--- config.mk ---
export PLATFORM = sky130hd
export DESIGN_NAME = decode_stage
export DESIGN_NICKNAME = d
export VERILOG_FILES = /design/src/rtl/decode_pkg.sv /design/src/rtl/decode_stage_imm_gen.sv /design/src/rtl/decode_stage.sv
export SDC_FILE = /design/constraint.sdc
export NUM_CORES = 1
export LEC_CHECK = 0
export CORE_MARGIN = 5
export CORE_UTILIZATION = 45
export DETAILED_ROUTE_END_ITERATION = 10
export GPL_TIMING_DRIVEN = 0
export PLACE_DENSITY_LB_ADDON = 0.2
export SLEW_MARGIN = 15
export SYNTH_ARGS = -nofsm -noshare
export SYNTH_HDL_FRONTEND = slang
export SYNTH_HIERARCHICAL = 1
export SYNTH_SLANG_ARGS = --single-unit
--- constraint.sdc ---
create_clock -name clk -period 12.1 [get_ports clk]
set_input_delay 1.815 -clock clk [delete_from_list [all_inputs] [get_ports clk]]
set_output_delay 1.815 -clock clk [all_outputs]
set_load 0.02 [all_outputs]
--- src/rtl/decode_pkg.sv ---
// decode_pkg: opcode constants, one-hot format classes and the decoded
// field bundle shared by the decode stage and its immediate generator.
package decode_pkg;

  // Major opcodes, instr[6:2]
  localparam logic [4:0] OPC_LOAD     = 5'b00000;
  localparam logic [4:0] OPC_OP_IMM   = 5'b00100;
  localparam logic [4:0] OPC_AUIPC    = 5'b00101;
  localparam logic [4:0] OPC_OP_IMM32 = 5'b00110;
  localparam logic [4:0] OPC_STORE    = 5'b01000;
  localparam logic [4:0] OPC_OP       = 5'b01100;
  localparam logic [4:0] OPC_LUI      = 5'b01101;
  localparam logic [4:0] OPC_OP32     = 5'b01110;
  localparam logic [4:0] OPC_BRANCH   = 5'b11000;
  localparam logic [4:0] OPC_JALR     = 5'b11001;
  localparam logic [4:0] OPC_JAL      = 5'b11011;
  localparam logic [4:0] OPC_SYSTEM   = 5'b11100;

  // One-hot format class. LUI/AUIPC/JAL/SYSTEM get their own classes so
  // issue can steer them without re-decoding; their immediates still use
  // the U/U/J/I layouts respectively.
  typedef enum logic [10:0] {
    CLS_I     = 11'b000_0000_0001,
    CLS_S     = 11'b000_0000_0010,
    CLS_B     = 11'b000_0000_0100,
    CLS_U     = 11'b000_0000_1000,
    CLS_J     = 11'b000_0001_0000,
    CLS_R     = 11'b000_0010_0000,
    CLS_LUI   = 11'b000_0100_0000,
    CLS_AUIPC = 11'b000_1000_0000,
    CLS_JAL   = 11'b001_0000_0000,
    CLS_CSR   = 11'b010_0000_0000,
    CLS_NONE  = 11'b100_0000_0000
  } cls_e;

  // XLEN-independent part of a decoded instruction
  typedef struct packed {
    logic [6:0] opcode;
    logic [2:0] func3;
    logic       func7_30;
    logic       func7_25;
    logic [4:0] rs1;
    logic [4:0] rs2;
    logic [4:0] rd;
    cls_e       cls;
    logic       illegal;
  } fields_t;

endpackage

--- src/rtl/decode_stage_imm_gen.sv ---
// imm_gen: combinational class decode and immediate generation.
// Optional feature macro: DECODE_ILLEGAL_EN enables the illegal flag;
// without it the flag is constant 0.
module imm_gen
  import decode_pkg::*;
#(
  parameter int XLEN = 32
) (
  input  logic [31:0]     instr,
  output cls_e            cls,
  output logic [XLEN-1:0] imm,
  output logic [XLEN-1:0] zimm,
  output logic            illegal
);

  logic signed [31:0] imm_i;
  logic signed [31:0] imm_s;
  logic signed [31:0] imm_b;
  logic signed [31:0] imm_u;
  logic signed [31:0] imm_j;
  logic signed [31:0] sel_imm;

  assign imm_i = 32'($signed(instr[31:20]));
  assign imm_s = 32'($signed({instr[31:25], instr[11:7]}));
  assign imm_b = 32'($signed({instr[31], instr[7], instr[30:25], instr[11:8], 1'b0}));
  assign imm_u = $signed({instr[31:12], 12'b0});
  assign imm_j = 32'($signed({instr[31], instr[19:12], instr[20], instr[30:21], 1'b0}));

  // Pick class and immediate layout from the major opcode
  always_comb begin
    cls     = CLS_NONE;
    sel_imm = '0;
    case (instr[6:2])
      OPC_LOAD, OPC_OP_IMM, OPC_JALR: begin cls = CLS_I;     sel_imm = imm_i; end
      OPC_SYSTEM:                     begin cls = CLS_CSR;   sel_imm = imm_i; end
      OPC_LUI:                        begin cls = CLS_LUI;   sel_imm = imm_u; end
      OPC_AUIPC:                      begin cls = CLS_AUIPC; sel_imm = imm_u; end
      OPC_JAL:                        begin cls = CLS_JAL;   sel_imm = imm_j; end
      OPC_BRANCH:                     begin cls = CLS_B;     sel_imm = imm_b; end
      OPC_STORE:                      begin cls = CLS_S;     sel_imm = imm_s; end
      OPC_OP:                         cls = CLS_R;
      OPC_OP_IMM32: begin
        if (XLEN == 64) begin
          cls     = CLS_I;
          sel_imm = imm_i;
        end
      end
      OPC_OP32: begin
        if (XLEN == 64) cls = CLS_R;
      end
      default: ;
    endcase
  end

  // 32-bit immediate sign-extends to the datapath width
  assign imm  = XLEN'(sel_imm);
  assign zimm = XLEN'(instr[19:15]);

`ifdef DECODE_ILLEGAL_EN
  assign illegal = (instr[1:0] != 2'b11) || (cls == CLS_NONE);
`else
  logic unused_lsb;
  assign unused_lsb = ^instr[1:0];
  assign illegal    = 1'b0;
`endif

endmodule

--- src/rtl/decode_stage.sv ---
// decode_stage: registered decode with an output register and a one-entry
// skid buffer so in_ready comes straight from a flop.
// Optional feature macro: DECODE_ILLEGAL_EN (illegal-encoding flag).
module decode_stage
  import decode_pkg::*;
#(
  parameter int XLEN = 32
) (
  input  logic            clk,
  input  logic            rst,
  input  logic            flush,
  input  logic            in_valid,
  output logic            in_ready,
  input  logic [31:0]     in_instr,
  input  logic [XLEN-1:0] in_pc,
  output logic            out_valid,
  input  logic            out_ready,
  output logic [XLEN-1:0] out_pc,
  output logic [6:0]      out_opcode,
  output logic [2:0]      out_func3,
  output logic            out_func7_30,
  output logic            out_func7_25,
  output logic [4:0]      out_rs1,
  output logic [4:0]      out_rs2,
  output logic [4:0]      out_rd,
  output logic [XLEN-1:0] out_imm,
  output logic [XLEN-1:0] out_zimm,
  output logic [10:0]     out_class,
  output logic            out_illegal
);

  typedef struct packed {
    logic [XLEN-1:0] pc;
    logic [XLEN-1:0] imm;
    logic [XLEN-1:0] zimm;
    fields_t         f;
  } entry_t;

  localparam entry_t ENTRY_RST = '{
    pc: '0, imm: '0, zimm: '0,
    f: '{opcode: '0, func3: '0, func7_30: 1'b0, func7_25: 1'b0,
         rs1: '0, rs2: '0, rd: '0, cls: CLS_NONE, illegal: 1'b0}
  };

  cls_e            dec_cls;
  logic [XLEN-1:0] dec_imm;
  logic [XLEN-1:0] dec_zimm;
  logic            dec_illegal;
  entry_t          dec_entry;

  entry_t out_q, out_d;
  entry_t skid_q, skid_d;
  logic   out_vld_q, out_vld_d;
  logic   skid_vld_q, skid_vld_d;
  logic   in_ready_q, in_ready_d;
  logic   accept;
  logic   consume;

  imm_gen #(.XLEN(XLEN)) u_imm_gen (
    .instr   (in_instr),
    .cls     (dec_cls),
    .imm     (dec_imm),
    .zimm    (dec_zimm),
    .illegal (dec_illegal)
  );

  // Assemble the decoded bundle for the incoming instruction
  always_comb begin
    dec_entry            = ENTRY_RST;
    dec_entry.pc         = in_pc;
    dec_entry.imm        = dec_imm;
    dec_entry.zimm       = dec_zimm;
    dec_entry.f.opcode   = in_instr[6:0];
    dec_entry.f.func3    = in_instr[14:12];
    dec_entry.f.func7_30 = in_instr[30];
    dec_entry.f.func7_25 = in_instr[25];
    dec_entry.f.rs1      = in_instr[19:15];
    dec_entry.f.rs2      = in_instr[24:20];
    dec_entry.f.rd       = in_instr[11:7];
    dec_entry.f.cls      = dec_cls;
    dec_entry.f.illegal  = dec_illegal;
  end

  assign accept  = in_valid && in_ready_q;
  assign consume = out_vld_q && out_ready;

  // OUT/SKID transfer rules; flush overrides everything including an accept
  always_comb begin
    out_d      = out_q;
    skid_d     = skid_q;
    out_vld_d  = out_vld_q;
    skid_vld_d = skid_vld_q;
    if (flush) begin
      out_vld_d  = 1'b0;
      skid_vld_d = 1'b0;
    end else if (consume || !out_vld_q) begin
      // OUT frees up: the older SKID entry goes first to keep FIFO order
      if (skid_vld_q) begin
        out_d      = skid_q;
        out_vld_d  = 1'b1;
        skid_vld_d = 1'b0;
      end else if (accept) begin
        out_d     = dec_entry;
        out_vld_d = 1'b1;
      end else begin
        out_vld_d = 1'b0;
      end
    end else if (accept) begin
      skid_d     = dec_entry;
      skid_vld_d = 1'b1;
    end
    in_ready_d = !skid_vld_d;
  end

  // Storage registers, cleared asynchronously
  always_ff @(posedge clk or posedge rst) begin
    if (rst) begin
      out_q      <= ENTRY_RST;
      skid_q     <= ENTRY_RST;
      out_vld_q  <= 1'b0;
      skid_vld_q <= 1'b0;
      in_ready_q <= 1'b1;
    end else begin
      out_q      <= out_d;
      skid_q     <= skid_d;
      out_vld_q  <= out_vld_d;
      skid_vld_q <= skid_vld_d;
      in_ready_q <= in_ready_d;
    end
  end

  assign in_ready     = in_ready_q;
  assign out_valid    = out_vld_q;
  assign out_pc       = out_q.pc;
  assign out_imm      = out_q.imm;
  assign out_zimm     = out_q.zimm;
  assign out_opcode   = out_q.f.opcode;
  assign out_func3    = out_q.f.func3;
  assign out_func7_30 = out_q.f.func7_30;
  assign out_func7_25 = out_q.f.func7_25;
  assign out_rs1      = out_q.f.rs1;
  assign out_rs2      = out_q.f.rs2;
  assign out_rd       = out_q.f.rd;
  assign out_class    = out_q.f.cls;
  assign out_illegal  = out_q.f.illegal;

endmodule
# --- After elaboration in Yosys (flattened, before gate mapping) ---
# Index checks and enable logic that the tools add are counted.
totals:
  out_inout_bits: 137
  regBits: 240
  in_bits: 69
  wordCells: 60
classes:
  muxes: 11
  reduce_logical: 13
  eq_ne: 9
  bitwise: 2
op_table:
  columns: ["op", "n"]
  rows:
  - ["$mux 135", 2]
  - ["$pmux 32 s5", 1]
  - ["$pmux 11 s8", 1]
  - ["$eq 5x5->1 const B", 4]
  - ["$eq 5x4->1 const B", 3]
  - ["$eq 5x3->1 const B", 2]
  - ["$mux 1", 7]
  - ["$reduce_and 3->1", 2]
  - ["$logic_not 5->1", 1]
  - ["$reduce_bool 2->1", 2]
  - ["$reduce_or 4->1", 1]
  - ["$reduce_or 3->1", 1]
  - ["$logic_and 1x1->1", 2]
  - ["$logic_not 1->1", 2]
  - ["$not 1->1", 2]
  - ["$reduce_or 2->1", 1]
  - ["$logic_or 1x1->1", 1]

# --- Longest topological paths before layout ---
depth:
  word_depth: 5
  ltp_mapped: 8
  ltp_nobuf: 6

# --- Modules after synthesis ---
# Netlist, hierarchy kept.
by_module_without_submodules:
  columns: ["module", "area_each_um2", "instances", "cells_per_inst"]
  rows:
  - ["decode_stage", 11780.0, 1, 732]
  - ["imm_gen", 943.4, 1, 140]

# --- Worst setup path after synthesis ---
# OpenSTA, ideal clock, no wires.
synth_path:
  kind: "in2reg"
  start: "in in_instr[5]"
  end: "reg out_q, in the netlist out_imm[20]"
  setup_time_ps: 125
  slack_ps: 8896
  path_buffers: 2
  path_stages: 8
  required_time_ps: 11975
  t_arrival_ps: 3080
  path_cell_list: "buf_6 -> and2_4 -> o21ai_2 -> a31o_1 -> buf_6 -> nand2_2 -> mux2_2 -> mux2_2"
synth_via:
  elab_chain_len: 5
synth_rtl:
  columns: ["element", "line_no", "rtl"]
  rows:
  - ["from (decl)", "decode_stage.sv:14", "input logic [31:0] in_instr,"]
  - ["$eq 5x3->1, or another cell as far along", "decode_stage_imm_gen.sv:33", "case (instr[6:2])"]
  - ["$reduce_or 4->1 (no source line) / $reduce_or 2->1 (equally long branches)", null, null]
  - ["$pmux 32 s5 *", "decode_stage_imm_gen.sv:33", null]
  - ["net dec_imm[20]", "decode_stage.sv:46", "logic [XLEN-1:0] dec_imm;"]
  - ["$mux 135 *", "decode_stage.sv:102", "end else if (accept) begin"]
  - ["$mux 135 *", "decode_stage.sv:98", "if (skid_vld_q) begin"]
  - ["to (signal assigned)", "decode_stage.sv:124", "out_q <= out_d;"]
  - ["to (decl)", "decode_stage.sv:51", "entry_t out_q, out_d;"]
# The timed path passes the listed nets; every way through them passes the cells marked *. The select of a mux whose other input is x is not followed.
# A chain may end at the register's enable or synchronous reset.

# --- Worst setup path in the final report ---
layout_path:
  start: "in out_ready"
  end: "reg out_q, in the netlist out_rd[0]"
layout_via:
  elab_chain_len: 3
layout_rtl:
  columns: ["element", "line_no", "rtl"]
  rows:
  - ["from (decl)", "decode_stage.sv:17", "input logic out_ready,"]
  - ["$logic_and 1x1->1", "decode_stage.sv:85", "assign consume = out_vld_q && out_ready;"]
  - ["$logic_or 1x1->1", "decode_stage.sv:96", "end else if (consume || !out_vld_q) begin"]
  - ["$reduce_and 3->1 (no source line)", null, null]
# Every way passes these cells.

==> results by group <==
Outcome
  – Status: finished, final reports clean

Final layout
  – Area of the multi-input gates: approximately 5300 um2
  – Register area: between 6000 and 7000 um2
  – Layout area overhead: 29.4%
  – Layout cells sized above 1: around 44%
  – # fillers: 2,266
  – Final nets: approximately 1,200
  – Finished Layout Cells: 1,543

Drt
  – Total number of vias: roughly 7,700
  – Drc violations: 0
  – WL final: 28,300 um
  – 1st-iter DRT viols: 279
  – Detailed Routing Iterations Pass 1: 4
  – Met2 WL: 13,500 um
  – Vias/cell: 4.96
  – DRT met1 WL: 12,200 um
  – Post-DRT Antenna Nets: 0
  – Uppermost routed layer: met4
  – DR WL/cell: 18.3 um
  – Met3 routed WL: 2060 um

Yosys
  – Top cell type's share of synthesized area: 53.1%
  – Synthesis Warnings: 6
  – Post-synth top area cell: dfrtp_1
  – Flop and latch count out of synthesis: 273
  – Count of cell types in the netlist: 49
  – Seq/Total Area, Yosys: 53.7%
  – Top cells by area, synth: dfrtp_1 (53%), mux2_2 (31%), mux2_1 (4.8%)
  – Syn Area/Cell: 14.6 um2
  – Cells after Synth: 872
  – Netlist area before placement: 12,700 um2

Setup path
  – Worst r2r src: skid_vld_q$_DFF_PP0_
  – FF-to-FF End: out_rd[0]$_DFFE_PP0P_
  – Flop2flop setup slack: 9.75 ns
  – Buf/Inv on CP: 3
  – CP max FO: 10
  – Slowest stage delay, CP: roughly 0.59 ns
  – WP data required: roughly 13 ns
  – Worst path arrival time: 3.96 ns
  – CP Class: in2reg
  – Critical path endpoint category: register
  – Startpoint types: input pin
  – CP max stage cell: nor3_4
  – Reg2Reg Depth: 6
  – Critical path's top delay family: buffers and inverters
  – Sequence of cells on the critical path: clkdlybuf4s50_1, nor2b_1, nor3_4, buf_2, buf_6, mux2_2

CTS
  – Reg clk slew, reported paths: 0.06 ns
  – Root buf cell: clkbuf_16
  – Setup bufs post-CTS: 0
  – Number of H-tree levels: 1
  – Clock sink total: approximately 270
  – Num CTS Buffers: 30
  – CTS Buffer Depth: 3
  – TritonCTS clock tree: done
  – CTS Hold Bufs: 0
  – Clock Latency Late Sink: 0.54 ns
  – Post-CTS sizing: 0

Floorplan
  – Starting density of the core: between 40% and 50%
  – Core area: 27,900 um2
  – Die Ht: 178 um
  – Full die area: 31,700 um2
  – IO Pins: 206
  – Rows: 61
  – Die width: 178 um

Job
  – Maxcap violations: 0

Min path
  – Hold Path Cell Cnt: 1
  – Worst Hold End: skid_q[125]$_DFFE_PP0P_
  – Worst Hold Class: reg2reg
  – Hold Startpoint: skid_q[125]$_DFFE_PP0P_

Timing
  – Worst-Margin Slew: 0.768 ns
  – Min cycle time layout: 3.54 ns
  – Worst clock skew: 0.00794 ns
  – Hold Fails Final Rpt: 0
  – Final setup fails: 0
  – FMAX: around 280 MHz
  – Relative slew slack: 48.4%
  – Pins Over Slew Limit: 0
  – Crit share post-route: 29.2%
  – RSZ-0062 raised after global routing: no

Global routing
  – Vias in the first global route: 8,336
  – First-pass GRT wire length: 45,700 um
  – Initial antenna violation count: 0
  – Total gr overflow: 0
  – Pin count of the biggest net entering global routing: 83
  – Tot GR Track Use: 18.1%

Placement
  – Placed Cells: 1,487
  – Post-DP HPWL: 20,100 um
  – # port buffers: 205
  – Placer Congestion: 0.785

Power
  – Power per cell area: 166 nW/um2
  – Pleak: approximately 0.0073 uW
  – Total power: around 2700 uW
  – Peak supply drop: 97.3 uV
==> synth_stat cells (all sizes together) <==
cell	instances
a22o	4
nand2b	2
nor2	4
or3b	1
mux2	405
clkbuf	2
and2	8
dfstp	3
nand2	31
nor4b	2
nand4	1
o211a	1
nor3	5
o21ai	12
o31ai	1
a32o	1
nand3b	1
xnor2	1
buf	84
inv	12
o22ai	2
nor2b	4
or3	3
nand3	1
or2	1
a21oi	4
dfrtp	270
nor3b	1
nor4	1
o21a	1
a22oi	1
conb	1
a31o	1
==> flip-flops by register name, summed over array words and instances, names as in the netlist <==
register	count
in_ready	1
out_class	11
out_func3	3
out_func7_25	1
out_func7_30	1
out_illegal	1
out_imm	32
out_opcode	7
out_pc	32
out_rd	5
out_rs1	5
out_rs2	5
out_valid	1
out_zimm	32
skid_q	135
skid_vld_q	1
==> how the worst max path moves through the flow <==
stage | startpoint | end | slack [ns] | cells after the start
after floorplan | rst | out_class[0]$_DFFE_PP0P_ | 2.77 | 1
after global placement | rst | out_zimm[30]$_DFFE_PP0P_ | -1.10 | 2
after detailed placement | out_ready | out_rs1[1]$_DFFE_PP0P_ | 7.98 | 6
after CTS | in_ready$_DFF_PP1_ | in_ready | 8.54 | 1
after global routing | in_instr[6] | out_imm[6]$_DFFE_PP0P_ | 8.44 | 8
final | out_ready | out_rd[0]$_DFFE_PP0P_ | 8.56 | 6
==> cell usage in the layout, fill, tap and decap left out, drive strengths merged, types with 2 or more instances in the layout <==
master | netlist | final
a21oi | 4 | 4
clkdlybuf4s50 | 0 | 205
nor3 | 5 | 5
conb | 1 | 30
and2 | 8 | 8
dfrtp | 270 | 270
nor4b | 2 | 2
buf | 84 | 87
mux2 | 405 | 405
clkbuf | 2 | 44
nor2b | 4 | 4
o21ai | 12 | 12
clkinv | 0 | 8
or3 | 3 | 3
dfstp | 3 | 3
nor2 | 4 | 4
nand2 | 31 | 31
bufinv | 0 | 3
inv | 12 | 13
o22ai | 2 | 2
nand2b | 2 | 2
a22o | 4 | 4
==> logic make-up (layout without fill, tap and decap cells) <==
logic type      Yosys count  after routing  share of synthesized area (%)
mux                     405            405                           35.8
compound gates           28             28                           1.50
flops                   273            273                           53.7
buf+inv                  98            361                           5.38
simple gates             66             66                           3.45
xor+xnor                  1              1                         0.0688
other cells               1             31                         0.0295
==> metrics by stage <==
stage / hold WS [ns] / util, % / cell area [um2] / setup WS [ns] / setup TNS, ns
after floorplan: 0.452 / - / 12800 / 2.77 / 0
after global placement: 0.461 / 55.1 / 15400 / -1.10 / -291.81
after detailed placement: 0.468 / 55.5 / 15400 / 7.98 / 0
after CTS: 0.485 / 59.1 / 16500 / 8.54 / 0
after global routing: 0.494 / 59.1 / 16500 / 8.44 / 0
final: 0.478 / 59.1 / 16500 / 8.56 / 0
==> routing by layer <==
layer | vias to the layer above | track usage, %
met5 | - | 0
met1 | 3873 | 24.1
met3 | 40 | 5.04
li1 | 3567 | -
met4 | 0 | 4.25
met2 | 173 | 29.5
==> where the power goes <==
| part | switching [uW] | internal [uW] |
|---|---|---|
| Clock | 368 | 562 |
| Sequential | 92.4 | 1100 |
| Combinational | 263 | 336 |
==> layout make-up <==
cell class,count,area share [%]
sequential,273,41.5
buffer,86,3.88
inverter,12,0.319
clock buffer,42,5.27
clock inverter,13,0.889
antenna,1,0.0152
tap,378,2.87
multi-input combinational,530,32.3
timing repair buffer,208,13.0
No activity file was read; power rests on OpenSTA's default activity.
